`src/rtl/usb_crc5_token_tx.sv`:
```
// USB token transmit serializer: sends the 11-bit ADDR/ENDP field LSB-first,
// then the inverted CRC5 MSb-first, one bit per downstream shift_en strobe.
module usb_crc5_token_tx #(
  parameter int unsigned          FIELD_BITS = 11,
  parameter int unsigned          CRC_WIDTH  = 5,
  parameter logic [CRC_WIDTH-1:0] POLY       = 5'b00101,
  parameter logic [CRC_WIDTH-1:0] CRC_INIT   = 5'b11111
) (
  input  logic                  clk,
  input  logic                  n_rst,
  input  logic                  start,
  input  logic [FIELD_BITS-1:0] field_in,
  input  logic                  abort,
  input  logic                  shift_en,
  output logic                  tx_bit,
  output logic                  tx_valid,
  output logic                  busy,
  output logic                  done
);

  localparam int unsigned MAX_BITS = (FIELD_BITS > CRC_WIDTH) ? FIELD_BITS : CRC_WIDTH;
  localparam int unsigned CNT_W    = $clog2(MAX_BITS);
  localparam int unsigned SHR_W    = FIELD_BITS - 1;
  localparam logic [CNT_W-1:0] LAST_DATA = CNT_W'(FIELD_BITS - 1);
  localparam logic [CNT_W-1:0] LAST_CRC  = CNT_W'(CRC_WIDTH - 1);

  typedef enum logic [1:0] {
    S_IDLE = 2'd0,
    S_DATA = 2'd1,
    S_CRC  = 2'd2
  } state_t;

  state_t               r_state;
  logic [CRC_WIDTH-1:0] r_crc;
  logic [CNT_W-1:0]     r_cnt;
  logic [SHR_W-1:0]     r_shreg;
  logic                 r_tx_bit;
  logic                 r_tx_valid;
  logic                 r_busy;
  logic                 r_done;

  logic                 w_fb;
  logic [CRC_WIDTH-1:0] w_crc_next;

  // Serial CRC update for the bit currently on the wire.
  always_comb begin
    w_fb       = r_tx_bit ^ r_crc[CRC_WIDTH-1];
    w_crc_next = {r_crc[CRC_WIDTH-2:0], 1'b0} ^ (w_fb ? POLY : '0);
  end

  // Bit 0 of the field goes straight to tx_bit; r_shreg holds the remaining bits.
  always_ff @(posedge clk or negedge n_rst) begin
    if (!n_rst) begin
      r_state    <= S_IDLE;
      r_crc      <= CRC_INIT;
      r_cnt      <= '0;
      r_shreg    <= '0;
      r_tx_bit   <= 1'b0;
      r_tx_valid <= 1'b0;
      r_busy     <= 1'b0;
      r_done     <= 1'b0;
    end else begin
      r_done <= 1'b0;
      if (abort) begin
        r_state    <= S_IDLE;
        r_cnt      <= '0;
        r_tx_bit   <= 1'b0;
        r_tx_valid <= 1'b0;
        r_busy     <= 1'b0;
      end else begin
        case (r_state)
          S_IDLE: begin
            if (start) begin
              r_state    <= S_DATA;
              r_shreg    <= field_in[FIELD_BITS-1:1];
              r_crc      <= CRC_INIT;
              r_cnt      <= '0;
              r_tx_bit   <= field_in[0];
              r_tx_valid <= 1'b1;
              r_busy     <= 1'b1;
            end
          end
          S_DATA: begin
            if (shift_en) begin
              r_crc   <= w_crc_next;
              r_shreg <= r_shreg >> 1;
              if (r_cnt == LAST_DATA) begin
                r_state  <= S_CRC;
                r_cnt    <= '0;
                r_tx_bit <= ~w_crc_next[CRC_WIDTH-1];
              end else begin
                r_cnt    <= r_cnt + CNT_W'(1);
                r_tx_bit <= r_shreg[0];
              end
            end
          end
          S_CRC: begin
            // The CRC is frozen here; shifting it left keeps the next bit at the MSb.
            if (shift_en) begin
              r_crc <= {r_crc[CRC_WIDTH-2:0], 1'b0};
              if (r_cnt == LAST_CRC) begin
                r_state    <= S_IDLE;
                r_cnt      <= '0;
                r_tx_bit   <= 1'b0;
                r_tx_valid <= 1'b0;
                r_busy     <= 1'b0;
                r_done     <= 1'b1;
              end else begin
                r_cnt    <= r_cnt + CNT_W'(1);
                r_tx_bit <= ~r_crc[CRC_WIDTH-2];
              end
            end
          end
          default: begin
            r_state    <= S_IDLE;
            r_tx_valid <= 1'b0;
            r_busy     <= 1'b0;
          end
        endcase
      end
    end
  end

  assign tx_bit   = r_tx_bit;
  assign tx_valid = r_tx_valid;
  assign busy     = r_busy;
  assign done     = r_done;

endmodule

```
`config.mk`:
```
export PLATFORM = sky130hd
export DESIGN_NAME = usb_crc5_token_tx
export DESIGN_NICKNAME = d
export VERILOG_FILES = /design/src/rtl/usb_crc5_token_tx.sv
export SDC_FILE = /design/constraint.sdc
export NUM_CORES = 1
export LEC_CHECK = 0
export BUFFER_PORTS_ARGS = -buffer_cell sky130_fd_sc_hd__buf_2
export CAP_MARGIN = 10
export CORE_MARGIN = 2
export CORE_UTILIZATION = 56
export DETAILED_ROUTE_END_ITERATION = 8
export GPL_ROUTABILITY_DRIVEN = 0
export PLACE_DENSITY_LB_ADDON = 0.05
export SETUP_SLACK_MARGIN = 0.5
export SLEW_MARGIN = 20
export SYNTH_ARGS = -nofsm -noshare
export SYNTH_HDL_FRONTEND = slang
export SYNTH_SLANG_ARGS = --single-unit
```
`constraint.sdc`:
```
create_clock -name clk -period 2.47 [get_ports clk]
set_clock_uncertainty 0.05 [all_clocks]
set_input_delay 0.3705 -clock clk [delete_from_list [all_inputs] [get_ports clk]]
set_output_delay 0.3705 -clock clk [all_outputs]
set_load 0.1 [all_outputs]
```
==> results of run 1 <==
[kinds of logic after synthesis]
| group | count (synthesis) | synth area share, % |
|---|---|---|
| and+or+nand+nor | 42 | 15.85 |
| AOI/OAI and AO/OA | 33 | 17.03 |
| DFF | 24 | 41.10 |
| buffers and inverters | 18 | 6.101 |
| muxes | 16 | 12.54 |
| adders and majority gates | 8 | 6.780 |
| xor gates and xnor gates | 1 | 0.5933 |
[stage by stage]
step                      cells  setup slack [ns]  util, %
final                       195            0.5445    69.29
after global routing        195            0.4931    69.29
after CTS                   191            0.5279    66.67
after detailed placement    184            0.2867    63.13
after global placement      184            0.3935    63.13
after floorplan             142            0.5922        -
[final timing paths]
kind | start | endpoint | slack, ns
worst max-delay path | r_state[1] | r_crc[3] | 0.54
worst max register to register | r_state[1] | r_crc[3] | 0.54
min in group asynchronous | n_rst | done | 0.50
worst min register to register | r_shreg[3] | r_shreg[3] | 0.45
worst min-delay path | field_in[10] | r_shreg[9] | 0.25
max in group asynchronous | n_rst | r_crc[1] | 1.49
[cell usage in the layout (no fill, tap or decap), types with 2 or more instances in the layout]
| master | instances |
|---|---|
| sky130_fd_sc_hd__buf_4 | 7 |
| sky130_fd_sc_hd__a21oi_1 | 2 |
| sky130_fd_sc_hd__nand2b_1 | 2 |
| sky130_fd_sc_hd__or3_1 | 3 |
| sky130_fd_sc_hd__buf_2 | 19 |
| sky130_fd_sc_hd__dfrtp_1 | 18 |
| sky130_fd_sc_hd__inv_2 | 2 |
| sky130_fd_sc_hd__mux2i_1 | 11 |
| sky130_fd_sc_hd__nand3_1 | 2 |
| sky130_fd_sc_hd__a31oi_1 | 2 |
| sky130_fd_sc_hd__nor2_1 | 5 |
| sky130_fd_sc_hd__mux2_4 | 5 |
| sky130_fd_sc_hd__ha_4 | 2 |
| sky130_fd_sc_hd__ha_1 | 5 |
| sky130_fd_sc_hd__inv_1 | 8 |
| sky130_fd_sc_hd__clkbuf_4 | 3 |
| sky130_fd_sc_hd__o22ai_1 | 2 |
| sky130_fd_sc_hd__o21ai_0 | 13 |
| sky130_fd_sc_hd__nand2_1 | 17 |
| sky130_fd_sc_hd__a41oi_1 | 2 |
| sky130_fd_sc_hd__nand3b_1 | 2 |
| sky130_fd_sc_hd__and3b_1 | 2 |
| sky130_fd_sc_hd__dfstp_2 | 5 |
[repair_timing]
item                                   4_1_cts  5_1_grt
setup buffers                                2        4
hold buffers                                 1        0
setup endpoints to repair                   19       22
gates resized for setup                      3        7
endpoints found under the hold margin       19        0
pin swaps                                    1        3
[synth_stat cells, drive strengths merged, types with 4 or more instances]
library cell	instances
dfrtp	19
inv	10
buf	6
mux2	5
ha	8
nor2	5
dfstp	5
mux2i	11
nand2	18
or3	4
o21ai	14
[sequential cells by signal (all words and copies together) (netlist names)]
register / count
tx_bit: 1
done: 1
r_cnt: 4
r_shreg: 10
busy: 1
r_state: 2
r_crc: 5
[where the power goes]
| part | internal, µW | switching (µW) |
|---|---|---|
| combinational | 431 | 633 |
| clock | 164 | 121 |
| sequential | 554 | 97.3 |
[per-layer routing]
| layer | wire, µm | vias up | track usage [%] |
|---|---|---|---|
| met5 | 0 | - | 0 |
| met4 | 99 | 0 | 5.923 |
| met3 | 154 | 14 | 5.152 |
| met2 | 1483 | 36 | 36.05 |
| met1 | 1203 | 550 | 24.09 |
| li1 | - | 554 | - |
[layout make-up]
cell class | count | area share [%]
Tap cell | 30 | 2.187
Clock buffer | 3 | 1.312
Timing Repair Buffer | 27 | 9.184
Multi-Input combinational cell | 100 | 47.96
Sequential cell | 24 | 35.42
Inverter | 10 | 2.187
Clock inverter | 1 | 1.749
==> impl_metrics.py, run 1 <==
metrics = {
    "timing": {
        "slew_viol_final": 0,
        "report.final.hold_viol_count": 0,
        "post-route-min-period_ns": 1.926,
        "final_hold_slack_ns": 0.2520,
        "grt_setup_unrepaired": "false",
        "post-route-period-util_pct": 77.96,
        "setup_total_negative_slack_ns": 0,
        "max_slew_margin_pct": 65.12,
        "fmaxAchievable_ghz": 0.5193,
        "worst-slew-pin-transition_ns": 0.5232,
        "finalSetupViolations": 0,
    },
    "layout": {
        "fin_nets": 190,
        "layout_fillers": 204,
        "syn2layout_area_growth_pct": 16.27,
        "num_antenna_cells": 0,
        "final_layout_size_suffix_gt1_share_pct": 32.12,
        "final_design_area_no_fill_um2": 1717,
        "area.sequential_um2": 608.1,
        "multi_input_comb_area_um2": 823.3,
    },
    "synth": {
        "synth_top_cell_by_area": "sky130_fd_sc_hd__dfrtp_1",
        "syn-num-nets": 166,
        "synth_area_leaders": "sky130_fd_sc_hd__dfrtp_1, sky130_fd_sc_hd__dfstp_2, sky130_fd_sc_hd__mux2i_1, sky130_fd_sc_hd__ha_1, sky130_fd_sc_hd__mux2_4",
        "synthesis.area_um2": 1476,
        "share_of_async_settable_or_async_resettable_flops_after_synthesis_pct": 100.0,
        "synth_top_area_share_pct": 32.20,
        "number_of_enable_flip_flop_cells_after_synthesis": 0,
        "yosys_register_bits": 24,
        "avgSynthCellArea_um2": 10.40,
        "synth_sequential_area_ratio_pct": 41.10,
        "postSynth.topFlopCell": "sky130_fd_sc_hd__dfrtp_1",
        "ys.warnings.count": 0,
        "syn-instance-count": 142,
        "synthDistinctLibCells": 44,
    },
    "setup_path": {
        "setup.worst_path.class": "flop to flop",
        "worstSetupStartpointType": "flop",
        "path_max_fanout": 9,
        "critical_path_depth_in_cells": 6,
        "timing.critical_path.to_type": "flop",
        "timing.critical_path.slowest_cell_delay_ns": 0.43,
        "cp_data_arrival_time_ns": 2.13,
        "cp_slowest_cell": "sky130_fd_sc_hd__or3_4",
        "cp_top_family": "simple AND/OR/NAND/NOR gates",
        "timing.critical_path.buf_inv": 1,
        "critical_path.cell_chain": "buf_4 > ha_4 > o21bai_4 > nand2_4 > or3_4 > mux2_4",
        "worstRegToRegCells": 6,
        "worst_ep_required_time_ns": 2.67,
    },
    "route": {
        "detail_route.drc_violations": 0,
        "wl_per_cell_um": 15.08,
        "dr_total_vias": 1154,
        "final_antenna_net_count": 0,
        "drt-initial-drc-count": 18,
        "drt_pre_antenna_iters": 5,
        "final_routed_wirelength_across_all_metal_layers_mm": 2.940,
        "post_drt_via_cell_ratio": 5.918,
    },
    "die": {
        "placeableCoreArea_um2": 2477,
        "die_height_um": 55.35,
        "die_area_um2": 3063,
        "floorplan.initialDensity_pct": 59.60,
        "placement_rows": 18,
        "die_width_um": 55.35,
        "floorplan.io_pins": 20,
    },
    "global_routing": {
        "antenna_found_initial": 0,
        "grt_pass1_wl_mm": 4.981,
        "grt_start_max_net_pins": 25,
        "via_count_of_the_first_global_routing_pass": 1134,
        "globalRouteOverflowTotal": 0,
        "grtUsageTotal_pct": 20.32,
    },
    "place": {
        "post_dp_cell_area_um2": 1564,
        "post-dp-hpwl_mm": 2.127,
        "port_buffers": 19,
    },
    "clocking": {
        "clock_net_sink_count": 24,
        "clockBufferDepth": 2,
        "root_buffer": "sky130_fd_sc_hd__clkbuf_4",
        "worst_setup_hold_path_clk_slew_ns": 0.14,
        "numCtsBuffers": 3,
        "cts_htree_levels": 1,
        "clkLatencyLatePin_ns": 0.32,
        "clock_tree_from_tritoncts": "built",
    },
    "power": {
        "leakagePower_uw": 0.0007744,
        "power.density_cell_area_nw_per_um2": 1165,
        "fin_total_pwr_uw": 2000,
        "peakVddDrop_mv": 0.8376,
    },
    "job": {
        "maxCapViolCount": 0,
    },
    "hold_path": {
        "hold_path.class": "input pin to flop",
        "hold_path_depth": 2,
    },
    "run_status": {
        "run_status": "completed",
    },
}
Note: power is estimated with default switching activity, not from simulation.
==> inputs of run 2 (changes only) <==
--- a/config.mk
+++ b/config.mk
@@ -8,7 +8,7 @@
 export BUFFER_PORTS_ARGS = -buffer_cell sky130_fd_sc_hd__buf_2
 export CAP_MARGIN = 10
 export CORE_MARGIN = 2
-export CORE_UTILIZATION = 56
+export CORE_UTILIZATION = 51
 export DETAILED_ROUTE_END_ITERATION = 8
 export GPL_ROUTABILITY_DRIVEN = 0
 export PLACE_DENSITY_LB_ADDON = 0.05
==> constraint.sdc (replaced) <==
create_clock -name clk -period 1.6 [get_ports clk]
set_clock_uncertainty 0.05 [all_clocks]
set_input_delay 0.24 -clock clk [delete_from_list [all_inputs] [get_ports clk]]
set_output_delay 0.24 -clock clk [all_outputs]
set_load 0.1 [all_outputs]
==> run 2 against run 1 <==
Compared with the run above:
- the flow now finishes with violations (setup timing)
- register-to-register slack worse by 0.74 ns
- critical endpoint is now r_crc[2]
- design area is 44% higher
- clock power is 65% higher
- power is 130% higher
- core utilization increased by 21 points
- worst setup slack worse by 0.74 ns
- routed wire length up 62%
- sequential cell count stayed put
- first-iteration DRC count grew to 2.8 times the previous value
- cell count up 22%
- die area is 9.1% higher
==> impl_metrics.py, run 2 (synthesis results as in run 1) <==
metrics = {
    "global_routing": {
        "grt_start_max_net_pins": 25,
        "grt_pass1_wl_mm": 7.155,
        "via_count_of_the_first_global_routing_pass": 1503,
        "antenna_found_initial": 1,
        "globalRouteOverflowTotal": 0,
        "grtUsageTotal_pct": 27.96,
    },
    "timing": {
        "max_slew_margin_pct": 63.24,
        "slew_viol_final": 0,
        "report.final.hold_viol_count": 0,
        "final_hold_slack_ns": 0.1316,
        "post-route-period-util_pct": 112.2,
        "layout_setup_ws_ns": -0.1951,
        "setup_total_negative_slack_ns": -3.111,
        "grt_setup_unrepaired": "true",
        "worst-slew-pin-transition_ns": 0.5514,
        "post-route-min-period_ns": 1.795,
        "fmaxAchievable_ghz": 0.5571,
        "finalSetupViolations": 23,
    },
    "route": {
        "post_drt_via_cell_ratio": 5.831,
        "wl_per_cell_um": 20.04,
        "final_antenna_net_count": 0,
        "detail_route.drc_violations": 0,
        "drt_pre_antenna_iters": 4,
        "final_routed_wirelength_across_all_metal_layers_mm": 4.750,
        "dr_total_vias": 1382,
        "drt-initial-drc-count": 51,
    },
    "layout": {
        "most_common_library_cell_in_the_layout_ignoring_fill_and_taps": "sky130_fd_sc_hd__buf_4",
        "top_register": "r_shreg",
        "number_of_flip_flops_under_the_largest_register_name": 10,
        "layoutNonFillerInstCount": 237,
        "syn2layout_area_growth_pct": 67.80,
        "final_layout_size_suffix_gt1_share_pct": 66.83,
        "largestRegisters": "r_shreg: 10 flops, r_crc: 5 flops, r_cnt: 4 flops",
        "most_used_cells_in_the_layout_excluding_fill_and_tap_cells": "sky130_fd_sc_hd__buf_4, sky130_fd_sc_hd__buf_6, sky130_fd_sc_hd__buf_2, sky130_fd_sc_hd__dfrtp_1, sky130_fd_sc_hd__mux2i_1",
        "fin_nets": 230,
        "final_design_area_no_fill_um2": 2477,
        "fin_util_pct": 89.84,
    },
    "die": {
        "die_height_um": 57.81,
        "floorplan.initialDensity_pct": 53.54,
        "floorplan.io_pins": 20,
        "die_width_um": 57.81,
        "die_area_um2": 3341,
        "placeableCoreArea_um2": 2758,
        "placement_rows": 19,
    },
    "clocking": {
        "numCtsBuffers": 3,
        "clock_net_sink_count": 24,
        "worst_setup_hold_path_clk_slew_ns": 0.15,
        "root_buffer": "sky130_fd_sc_hd__clkbuf_4",
        "clockBufferDepth": 2,
        "clock_tree_from_tritoncts": "built",
        "clkLatencyLatePin_ns": 0.34,
        "cts_htree_levels": 1,
    },
    "job": {
        "maxCapViolCount": 0,
    },
    "hold_path": {
        "hold_path.class": "input pin to flop",
        "hold_path_depth": 3,
    },
    "run_status": {
        "violations": "setup timing",
        "run_status": "finished, violations left",
    },
    "place": {
        "inst_count_dp": 207,
        "port_buffers": 19,
        "post_dp_cell_area_um2": 1772,
        "post-dp-hpwl_mm": 2.330,
    },
    "power": {
        "leakagePower_uw": 0.001119,
        "peakVddDrop_mv": 1.583,
        "power.density_cell_area_nw_per_um2": 1853,
    },
    "setup_path": {
        "timing.critical_path.to_type": "flop",
        "path_max_fanout": 5,
        "worst-r2r-setup-slack_ns": -0.20,
        "worst_ep_required_time_ns": 1.83,
        "worstSetupStartpointType": "flop",
        "worstRegToRegCells": 6,
        "setup.worst_path.class": "flop to flop",
        "cp_data_arrival_time_ns": 2.03,
    },
}
-- run 2: cell count changes in the layout (fill, tap and decap cells not counted), sizes merged --
cell / change
diode: +1
buf: +40
-- run 2: report_power, final --
group          total, µW  internal [µW]  switching, µW  leakage, µW
clock                470            254            216    0.0000279
sequential          1100            864            241     0.000294
combinational       3020           1550           1460     0.000797
total               4590           2670           1920      0.00112
-- run 2: per-layer routing --
metal | up-vias | wire, µm | global-route usage [%]
li1 | 638 | - | -
met1 | 691 | 1823 | 33.86
met2 | 41 | 2661 | 51.14
met3 | 12 | 160 | 3.125
met4 | 0 | 104 | 9.635
met5 | - | 0 | 0
-- run 2: worst max-delay path, stage by stage (launching register included) --
cell	delay, ns
sky130_fd_sc_hd__dfrtp_1	0.45
sky130_fd_sc_hd__buf_6	0.14
sky130_fd_sc_hd__ha_4	0.17
sky130_fd_sc_hd__o21bai_4	0.15
sky130_fd_sc_hd__nand2_4	0.06
sky130_fd_sc_hd__or3_4	0.40
sky130_fd_sc_hd__mux2_4	0.33
-- run 2: cell type report --
class | instances | area (µm²)
fill | 108 | 280.3
tap | 31 | 38.79
antenna | 1 | 2.502
sequential | 24 | 614.3
inverter | 10 | 42.54
clock inverter | 1 | 30.03
multi-input combinational | 100 | 1064
timing repair buffer | 67 | 663.1
clock buffer | 3 | 22.52
-- run 2: metrics by stage --
step           power, µW  setup WS [ns]
3_5_place_dp        2767        -0.2677
4_1_cts             4166        -0.1861
6_report            4591        -0.1951
2_1_floorplan       2304        -0.2240
5_1_grt             4783        -0.2756
3_3_place_gp        2705        -0.2003
-- run 2: final timing paths --
kind | start | end
worst max-delay path | r_state[0] | r_crc[2]
worst min-delay path | field_in[9] | r_shreg[8]
worst max register to register | r_state[0] | r_crc[2]
worst min register to register | r_shreg[5] | r_shreg[5]
max in group asynchronous | n_rst | busy
min in group asynchronous | n_rst | r_shreg[8]
-- run 2: repair_timing --
action | 4_1_cts | 5_1_grt
pin swaps | 24 | 10
gates cloned | 3 | 0
endpoints found under the setup margin | 28 | 28
buffers inserted | 17 | 4
hold endpoints to repair | 19 | 0
gates resized for setup | 81 | 23
hold buffers | 1 | 0
